$ cat src/rtl/compensation_weight_loader.sv
// Compensation weight loader: fetches one tile of 4-bit CPE weights from
// Compensation_Memory (farthest row first) and streams the words into the
// CPE columns over ROWS gap-free valid cycles.
module compensation_weight_loader #(
    parameter int unsigned ROWS       = 8,
    parameter int unsigned COLS       = 8,
    parameter int unsigned ADDR_WIDTH = 8
) (
    input  logic                  clk,
    input  logic                  rst_n,
    input  logic                  start,
    input  logic [ADDR_WIDTH-1:0] base_addr,
    output logic                  mem_rd_en,
    output logic [ADDR_WIDTH-1:0] mem_addr,
    input  logic [4*COLS-1:0]     mem_rdata,
    output logic [4*COLS-1:0]     Compensation_Weight,
    output logic                  Compensation_Weight_out_valid,
    output logic                  busy,
    output logic                  done
);

    // Counter doubles as row index in READ and drain-cycle count in DRAIN.
    localparam int unsigned CntW = (ROWS > 1) ? $clog2(ROWS) : 1;

    typedef enum logic [1:0] {StIdle, StRead, StDrain, StDone} state_e;

    state_e                state_q, state_d;
    logic [CntW-1:0]       cnt_q, cnt_d;
    logic [ADDR_WIDTH-1:0] base_q, base_d;
    logic [ADDR_WIDTH-1:0] mem_addr_q, mem_addr_d;
    logic                  mem_rd_en_q, mem_rd_en_d;
    logic                  busy_q, busy_d;
    logic                  done_q, done_d;
    logic                  rd_dly_q;
    logic                  valid_q;
    logic [4*COLS-1:0]     weight_q;

    // Next-state and registered-output decode for the load sequence.
    always_comb begin
        state_d     = state_q;
        cnt_d       = cnt_q;
        base_d      = base_q;
        mem_addr_d  = mem_addr_q;
        mem_rd_en_d = 1'b0;
        unique case (state_q)
            StIdle: begin
                if (start) begin
                    state_d     = StRead;
                    cnt_d       = CntW'(ROWS - 1);
                    base_d      = base_addr;
                    mem_rd_en_d = 1'b1;
                    mem_addr_d  = base_addr + ADDR_WIDTH'(ROWS - 1);
                end
            end
            StRead: begin
                if (cnt_q == '0) begin
                    // Two drain cycles: memory read latency plus output register.
                    state_d = StDrain;
                    cnt_d   = CntW'(1);
                end else begin
                    cnt_d       = cnt_q - CntW'(1);
                    mem_rd_en_d = 1'b1;
                    mem_addr_d  = base_q + ADDR_WIDTH'(cnt_q) - ADDR_WIDTH'(1);
                end
            end
            StDrain: begin
                if (cnt_q == '0) begin
                    state_d = StDone;
                end else begin
                    cnt_d = cnt_q - CntW'(1);
                end
            end
            StDone: begin
                state_d = StIdle;
            end
        endcase
        busy_d = (state_d == StRead) || (state_d == StDrain);
        done_d = (state_d == StDone);
    end

    // Control state and registered control outputs.
    always_ff @(posedge clk or negedge rst_n) begin
        if (!rst_n) begin
            state_q     <= StIdle;
            cnt_q       <= '0;
            base_q      <= '0;
            mem_addr_q  <= '0;
            mem_rd_en_q <= 1'b0;
            busy_q      <= 1'b0;
            done_q      <= 1'b0;
        end else begin
            state_q     <= state_d;
            cnt_q       <= cnt_d;
            base_q      <= base_d;
            mem_addr_q  <= mem_addr_d;
            mem_rd_en_q <= mem_rd_en_d;
            busy_q      <= busy_d;
            done_q      <= done_d;
        end
    end

    // Data path: align valid with read data; zero the bus outside valid cycles.
    always_ff @(posedge clk or negedge rst_n) begin
        if (!rst_n) begin
            rd_dly_q <= 1'b0;
            valid_q  <= 1'b0;
            weight_q <= '0;
        end else begin
            rd_dly_q <= mem_rd_en_q;
            valid_q  <= rd_dly_q;
            weight_q <= rd_dly_q ? mem_rdata : '0;
        end
    end

    assign mem_rd_en                     = mem_rd_en_q;
    assign mem_addr                      = mem_addr_q;
    assign Compensation_Weight           = weight_q;
    assign Compensation_Weight_out_valid = valid_q;
    assign busy                          = busy_q;
    assign done                          = done_q;

endmodule

$ cat config.mk
export PLATFORM = sky130hd
export DESIGN_NAME = compensation_weight_loader
export DESIGN_NICKNAME = d
export VERILOG_FILES = /design/src/rtl/compensation_weight_loader.sv
export SDC_FILE = /design/constraint.sdc
export NUM_CORES = 1
export LEC_CHECK = 0
export CAP_MARGIN = 20
export CORE_AREA = 2 2 97 99
export DETAILED_ROUTE_END_ITERATION = 10
export DIE_AREA = 0 0 99 101
export PLACE_DENSITY_LB_ADDON = 0.25
export SYNTH_ARGS = -nofsm -noshare
export SYNTH_HDL_FRONTEND = slang
export SYNTH_SLANG_ARGS = --single-unit
$ cat constraint.sdc
create_clock -name clk -period 3.85 [get_ports clk]
set_clock_uncertainty 0.05 [all_clocks]
set_input_delay 0.77 -clock clk [delete_from_list [all_inputs] [get_ports clk]]
set_output_delay 0.77 -clock clk [all_outputs]
set_load 0.02 [all_outputs]
==> flow_summary_export.csv, run 1 <==
group,metric,value,unit
status,status,"completed",
yosys,yosysWarnings,0,
sta,period_minus_slack,2.55,ns
global_routing,grt_start_max_net_pins,35,
sta,maxSlewHeadroom,48.1,%
sta,tightest_slew,0.778,ns
routing,antenna_left,0,
worst_setup_path,path_buf_inv,1,
global_routing,grt_pass1_wl,9.45,mm
global_routing,antenna_found_initial,0,
sta,grt_setup_unrepaired,"no",
yosys,synth_area,2620,sq um
routing,routed_wl,5.70,mm
min_path,min_path_type,"flop to flop",
yosys,synth_area_leader_cell,"dfrtp_1",
power,clkPwrFrac,15.5,%
yosys,synth-edff-count,0,
finish,drive_gt1_share,6.89,%
power,switching_share,40.4,%
sta,setup_viol,0,
placed_design,dp_hpwl,4.21,mm
worst_setup_path,r2r-start,"state_q[1]",
global_routing,grt_use_total,12.3,%
yosys,synthesis.nets,301,
yosys,syn_inst,239,
sta,slew_viol_final,0,
clock_tree,clockRootBuffer,"clkbuf_8",
placed_design,io_buffers,86,
finish,layout_common_cells,"85 x clkdlybuf4s50_1, 58 x dfrtp_1, 32 x and2_1",
power,intPower,1.88,mW
clock_tree,cts_tree,"built",
routing,routedWlPerCell,12.8,um
clock_tree,htreeDepth,3,
floorplan,die_w,99,um
worst_setup_path,worstPathCellList,"inv_1 -> ha_1 -> nor2_1 -> a211o_1 -> or3b_1 -> o32a_1 -> nand2_1",
routing,drtIter0Drc,65,
yosys,synthArstFlopShare,100,%
floorplan,io_pins,87,
worst_setup_path,cp_top_family,"adder cells",
power,vdd_drop_max,0.251,mV
finish,utilization,41.8,%
finish,antenna_cells,0,
yosys,netlist_top_cells_area,"dfrtp_1 55%, ha_1 8.6%, and2_1 7.6%, o21ai_0 3.6%, nand2_1 3.0%",
routing,dr.pass1.iters,4,
power,cellLeakagePower,1.69,nW
worst_setup_path,slowest_delay,0.66,ns
yosys,synth.avg_cell_area,11.0,sq um
floorplan,coreArea,8980,sq um
routing,via_count,1964,
min_path,min-delay-start,"mem_rd_en",
clock_tree,max-clock-path-buffers,2,
worst_setup_path,crit_path_end_kind,"flop",
floorplan,die_h,101,um
sta,post-route-period-util,66.1,%
clock_tree,cts_hold_buf,0,
power,pwr_density_cell,838,nW/um^2
power,p_seq_share,31.6,%
worst_setup_path,r2r_slack,1.30,ns
floorplan,rows,35,
worst_setup_path,cp.required,4.08,ns
finish,area_growth,43.4,%
global_routing,grt_overflow,0,
sta,finalHoldViolations,0,
clock_tree,cts_made_buffers,9,
clock_tree,post-cts-setup-buffers,0,
finish,mostFrequentLayoutCell,"clkdlybuf4s50_1",
floorplan,die_area,10000,sq um
yosys,ys.flop_type,"dfrtp_1",
power,comb_power_share,52.9,%
yosys,ys_seq_area_share,55.4,%
yosys,synth_cell_types,33,
worst_setup_path,crit_arrival,2.78,ns
yosys,synth_top_area_share,55.4,%
global_routing,grt_pass1_vias,1993,
finish,fin_nets,391,
worst_setup_path,critPathMaxFanout,23,
sta,setup_tns,0,ns
sta,max_clock_freq,0.393,GHz
worst_setup_path,worst-setup-path-type,"flop to flop",
floorplan,start_util,29.2,%
worst_setup_path,slowest_stage,"ha_1",
yosys,postSynthRegisterBits,58,
clock_tree,cts_num_sinks,58,
routing,via_per_inst,4.41,
clock_tree,post_cts_resized,0,
power,p_sw,1.27,mW
clock_tree,cts.reportedPaths.clkPinSlew,0.07,ns
clock_tree,clock_latency,0.34,ns
flow_run,max_cap_viol_count,0,
placed_design,gp_congestion,0.786,
worst_setup_path,worstSetupStartpointType,"flop",
routing,drc,0,
worst_setup_path,critical_path.startpoint,"state_q[1]",
finish,fillers,857,
area by class of cell:
class                   instances  area, sq um  area share, %
inverters                      20         75.1           2.00
flip-flops and latches         58         1450           38.6
repair buffers                 87          863           23.0
multi-input cells             153         1060           28.1
well taps                     111          139           3.70
clock inverters                 5         30.0          0.799
clock buffers                  11          141           3.76
synthesized netlist by cell type, drive strengths merged (2+ instances only):
cell and instances:
ha 18, xnor2 5, o31ai 4, dfrtp 58, nand2b 3, o21ai 19
a21o 2, mux2 6, nor2b 2, nand3 2, inv 20, and2 32
nor2 9, nand2 21, xor2 3, a211oi 4, clkbuf 7, a21oi 9
metal layers:
metal | track usage, % | wire [um] | up-vias
met5 | 0 | 0 | -
met4 | 7.27 | 117 | 0
met3 | 3.33 | 455 | 11
met2 | 18.3 | 2410 | 73
met1 | 15.9 | 2710 | 906
li1 | - | - | 974
power groups by stage:
stage	Clock (mW)	Sequential (mW)	Combinational [mW]
floorplan	0	1.16	0.957
global placement	0	1.00	1.65
detailed placement	0	1.01	1.67
CTS	0.513	1.00	1.68
global route	0.536	1.03	1.86
finish	0.489	0.994	1.66
sequential cells by signal (all words and copies together), names as in the netlist:
register,flops
Compensation_Weight,32
base_q,8
mem_addr,8
cnt_q,3
state_q,2
Compensation_Weight_out_valid,1
busy,1
done,1
mem_rd_en,1
rd_dly_q,1
worst reg2reg max path: stages, from the launching register on:
cell and delay (ns):
dfrtp_1 0.42, inv_1 0.11, ha_1 0.66, nor2_1 0.11, a211o_1 0.48, or3b_1 0.42, o32a_1 0.18, nand2_1 0.06
final timing paths:
path | endpoint | cells after the start
max | mem_addr[7] | 7
min | rd_dly_q | 0
max reg2reg | mem_addr[7] | 7
min reg2reg | rd_dly_q | 0
max in group asynchronous | Compensation_Weight[23] | 2
min in group asynchronous | Compensation_Weight[14] | 1
per-stage QoR:
stage	power [mW]	setup WS, ns	hold WS [ns]	area, sq um	std cells
after CTS	3.19	1.30	0.345	3760	445
after floorplan	2.12	1.69	0.362	2620	239
after global routing	3.43	1.07	0.362	3760	445
after global placement	2.65	1.34	0.328	3580	429
final	3.15	1.30	0.342	3760	445
after detailed placement	2.69	1.29	0.332	3580	429
cell families (layout without fill, tap and decap cells):
kind of cell    count (synthesis)  in the layout  share of synthesized area [%]
flops                          58             58                           55.4
mux                             7              7                           2.96
buf+inv                        28            123                           4.30
xor+xnor                        8              8                           2.67
fa+ha+maj                      19             19                           9.36
simple gates                   74             74                           14.8
compound gates                 45             45                           10.6
(Power assumes the default switching activity.)
==> inputs of run 2 (changes only) <==
- clock period: 3.85 -> 2.2 ns (I/O delays scaled with it)
==> run 2 against run 1 <==
Compared with the run above: critical path depth is 3 higher; count of clock-buffer cells in the layout is 1 lower; utilization up 2.7 points; total power up 99%; critical path type unchanged; maximum frequency is 22% higher; highest routed layer unchanged; global-route usage is 0.68 points higher; sequential power rose by 73%.
==> flow_summary_export.csv, run 2 (same netlist as run 1, synthesis figures left out) <==
group,metric,value,unit
sta,period_minus_slack,2.08,ns
floorplan,coreArea,8980,sq um
flow_run,max_cap_viol_count,0,
worst_setup_path,cp.required,2.37,ns
clock_tree,max-clock-path-buffers,2,
clock_tree,clockRootBuffer,"clkbuf_8",
routing,drc,0,
routing,routedWlPerCell,12.9,um
power,vdd_drop_max,0.451,mV
finish,fin_nets,405,
floorplan,rows,35,
min_path,min_path_type,"primary input to asynchronous set/reset pin",
worst_setup_path,crit_path_end_kind,"flop",
clock_tree,cts_hold_buf,0,
floorplan,io_pins,87,
routing,via_count,2025,
finish,fillers,839,
floorplan,die_h,101,um
worst_setup_path,critPathMaxFanout,2,
clock_tree,cts.reportedPaths.clkPinSlew,0.07,ns
clock_tree,cts_tree,"built",
status,status,"completed",
global_routing,grt_start_max_net_pins,34,
placed_design,dp_hpwl,4.39,mm
finish,largest_reg_flops,32,
sta,finalHoldViolations,0,
power,clkPwrFrac,19.2,%
placed_design,placedCellCount,443,
sta,slew_viol_final,0,
global_routing,grt_use_total,13.0,%
sta,maxSlewHeadroom,51.6,%
sta,post-route-period-util,94.5,%
finish,area_growth,52.5,%
routing,routed_wl,5.92,mm
global_routing,grt_overflow,0,
power,cellLeakagePower,1.80,nW
finish,drive_gt1_share,13.2,%
floorplan,die_w,99,um
clock_tree,clock_latency,0.34,ns
finish,mostFrequentLayoutCell,"clkdlybuf4s50_1",
power,comb_power_share,53.5,%
power,switching_share,37.9,%
clock_tree,cts_num_sinks,58,
sta,setup_viol,0,
worst_setup_path,crit_arrival,2.25,ns
clock_tree,cts_made_buffers,9,
clock_tree,post-cts-setup-buffers,0,
power,p_seq_share,27.4,%
clock_tree,htreeDepth,3,
worst_setup_path,worstSetupStartpointType,"flop",
placed_design,io_buffers,86,
floorplan,die_area,10000,sq um
routing,via_per_inst,4.41,
power,p_sw,2.38,mW
routing,antenna_left,0,
power,pwr_density_cell,1570,nW/um^2
sta,max_clock_freq,0.481,GHz
power,intPower,3.89,mW
finish,antenna_cells,0,
sta,setup_tns,0,ns
floorplan,start_util,29.2,%
routing,drtIter0Drc,181,
global_routing,grt_pass1_wl,10.1,mm
global_routing,grt_pass1_vias,2101,
placed_design,gp_congestion,0.792,
routing,dr.pass1.iters,4,
sta,grt_setup_unrepaired,"no",
sta,tightest_slew,0.727,ns
worst_setup_path,worst-setup-path-type,"flop to flop",
global_routing,antenna_found_initial,0,
power,total_power,6.27,mW
finish,layout_common_cells,"85 x clkdlybuf4s50_1, 58 x dfrtp_1, 32 x and2_1",
finish,final_cells,459,
[run 2: what timing repair did]
item	CTS	global route
endpoints found under the setup margin	3	3
pin swaps	3	7
resized for setup	5	6
[run 2: final timing paths]
path	end	startpoint	cells after the start	slack, ns
worst max-delay path	mem_addr[7]	base_q[1]	10	0.12
worst min-delay path	Compensation_Weight[13]	rst_n	1	0.07
worst max register to register	mem_addr[7]	base_q[1]	10	0.12
worst min register to register	rd_dly_q	mem_rd_en	0	0.33
max in group asynchronous	mem_addr[1]	rst_n	2	1.49
min in group clk	rd_dly_q	mem_rd_en	0	0.33
[run 2: critical path, cell delays in order, from the launching register on]
cell and delay [ns]:
dfrtp_1 0.34, inv_1 0.05, ha_1 0.26, inv_1 0.04, ha_2 0.18, fa_2 0.35, a211oi_2 0.25, o21bai_1 0.11
a21oi_2 0.15, o32a_1 0.14, nand2_1 0.05
[run 2: power groups by stage]
stage | Combinational [mW] | Sequential, mW | Clock [mW]
3_5_place_dp | 3.19 | 1.75 | 0
3_3_place_gp | 3.14 | 1.74 | 0
2_1_floorplan | 1.68 | 2.03 | 0
6_report | 3.35 | 1.72 | 1.20
4_1_cts | 3.32 | 1.73 | 1.23
5_1_grt | 3.76 | 1.79 | 1.28
[run 2: metrics by stage]
stage	util, %	hold WS (ns)	setup WS [ns]	area [sq um]
after floorplan	-	0.0944	0.0415	2620
after global placement	41.4	0.315	-0.0378	3710
after detailed placement	41.4	0.324	-0.0842	3710
after CTS	44.4	0.0721	0.00456	3980
after global routing	44.5	0.0967	0.000103	4000
final	44.5	0.0685	0.120	4000
[run 2: per-layer routing]
| metal | part of all wire, % | vias to the layer above | track usage [%] |
|---|---|---|---|
| met1 | 47 | 947 | 17.1 |
| met3 | 6.9 | 7 | 3.68 |
| met5 | 0 | - | 0 |
| met4 | 1.7 | 0 | 6.32 |
| met2 | 44 | 72 | 19.6 |
| li1 | - | 999 | - |
[run 2: cell type report]
class	instances	area, sq um	area share [%]
clock buffer	10	128	3.19
clock inverter	6	115	2.88
inverter	20	75.1	1.88
multi-input combinational	153	1090	27.4
sequential	58	1450	36.3
tap	111	139	3.48
timing repair buffer	101	993	24.9
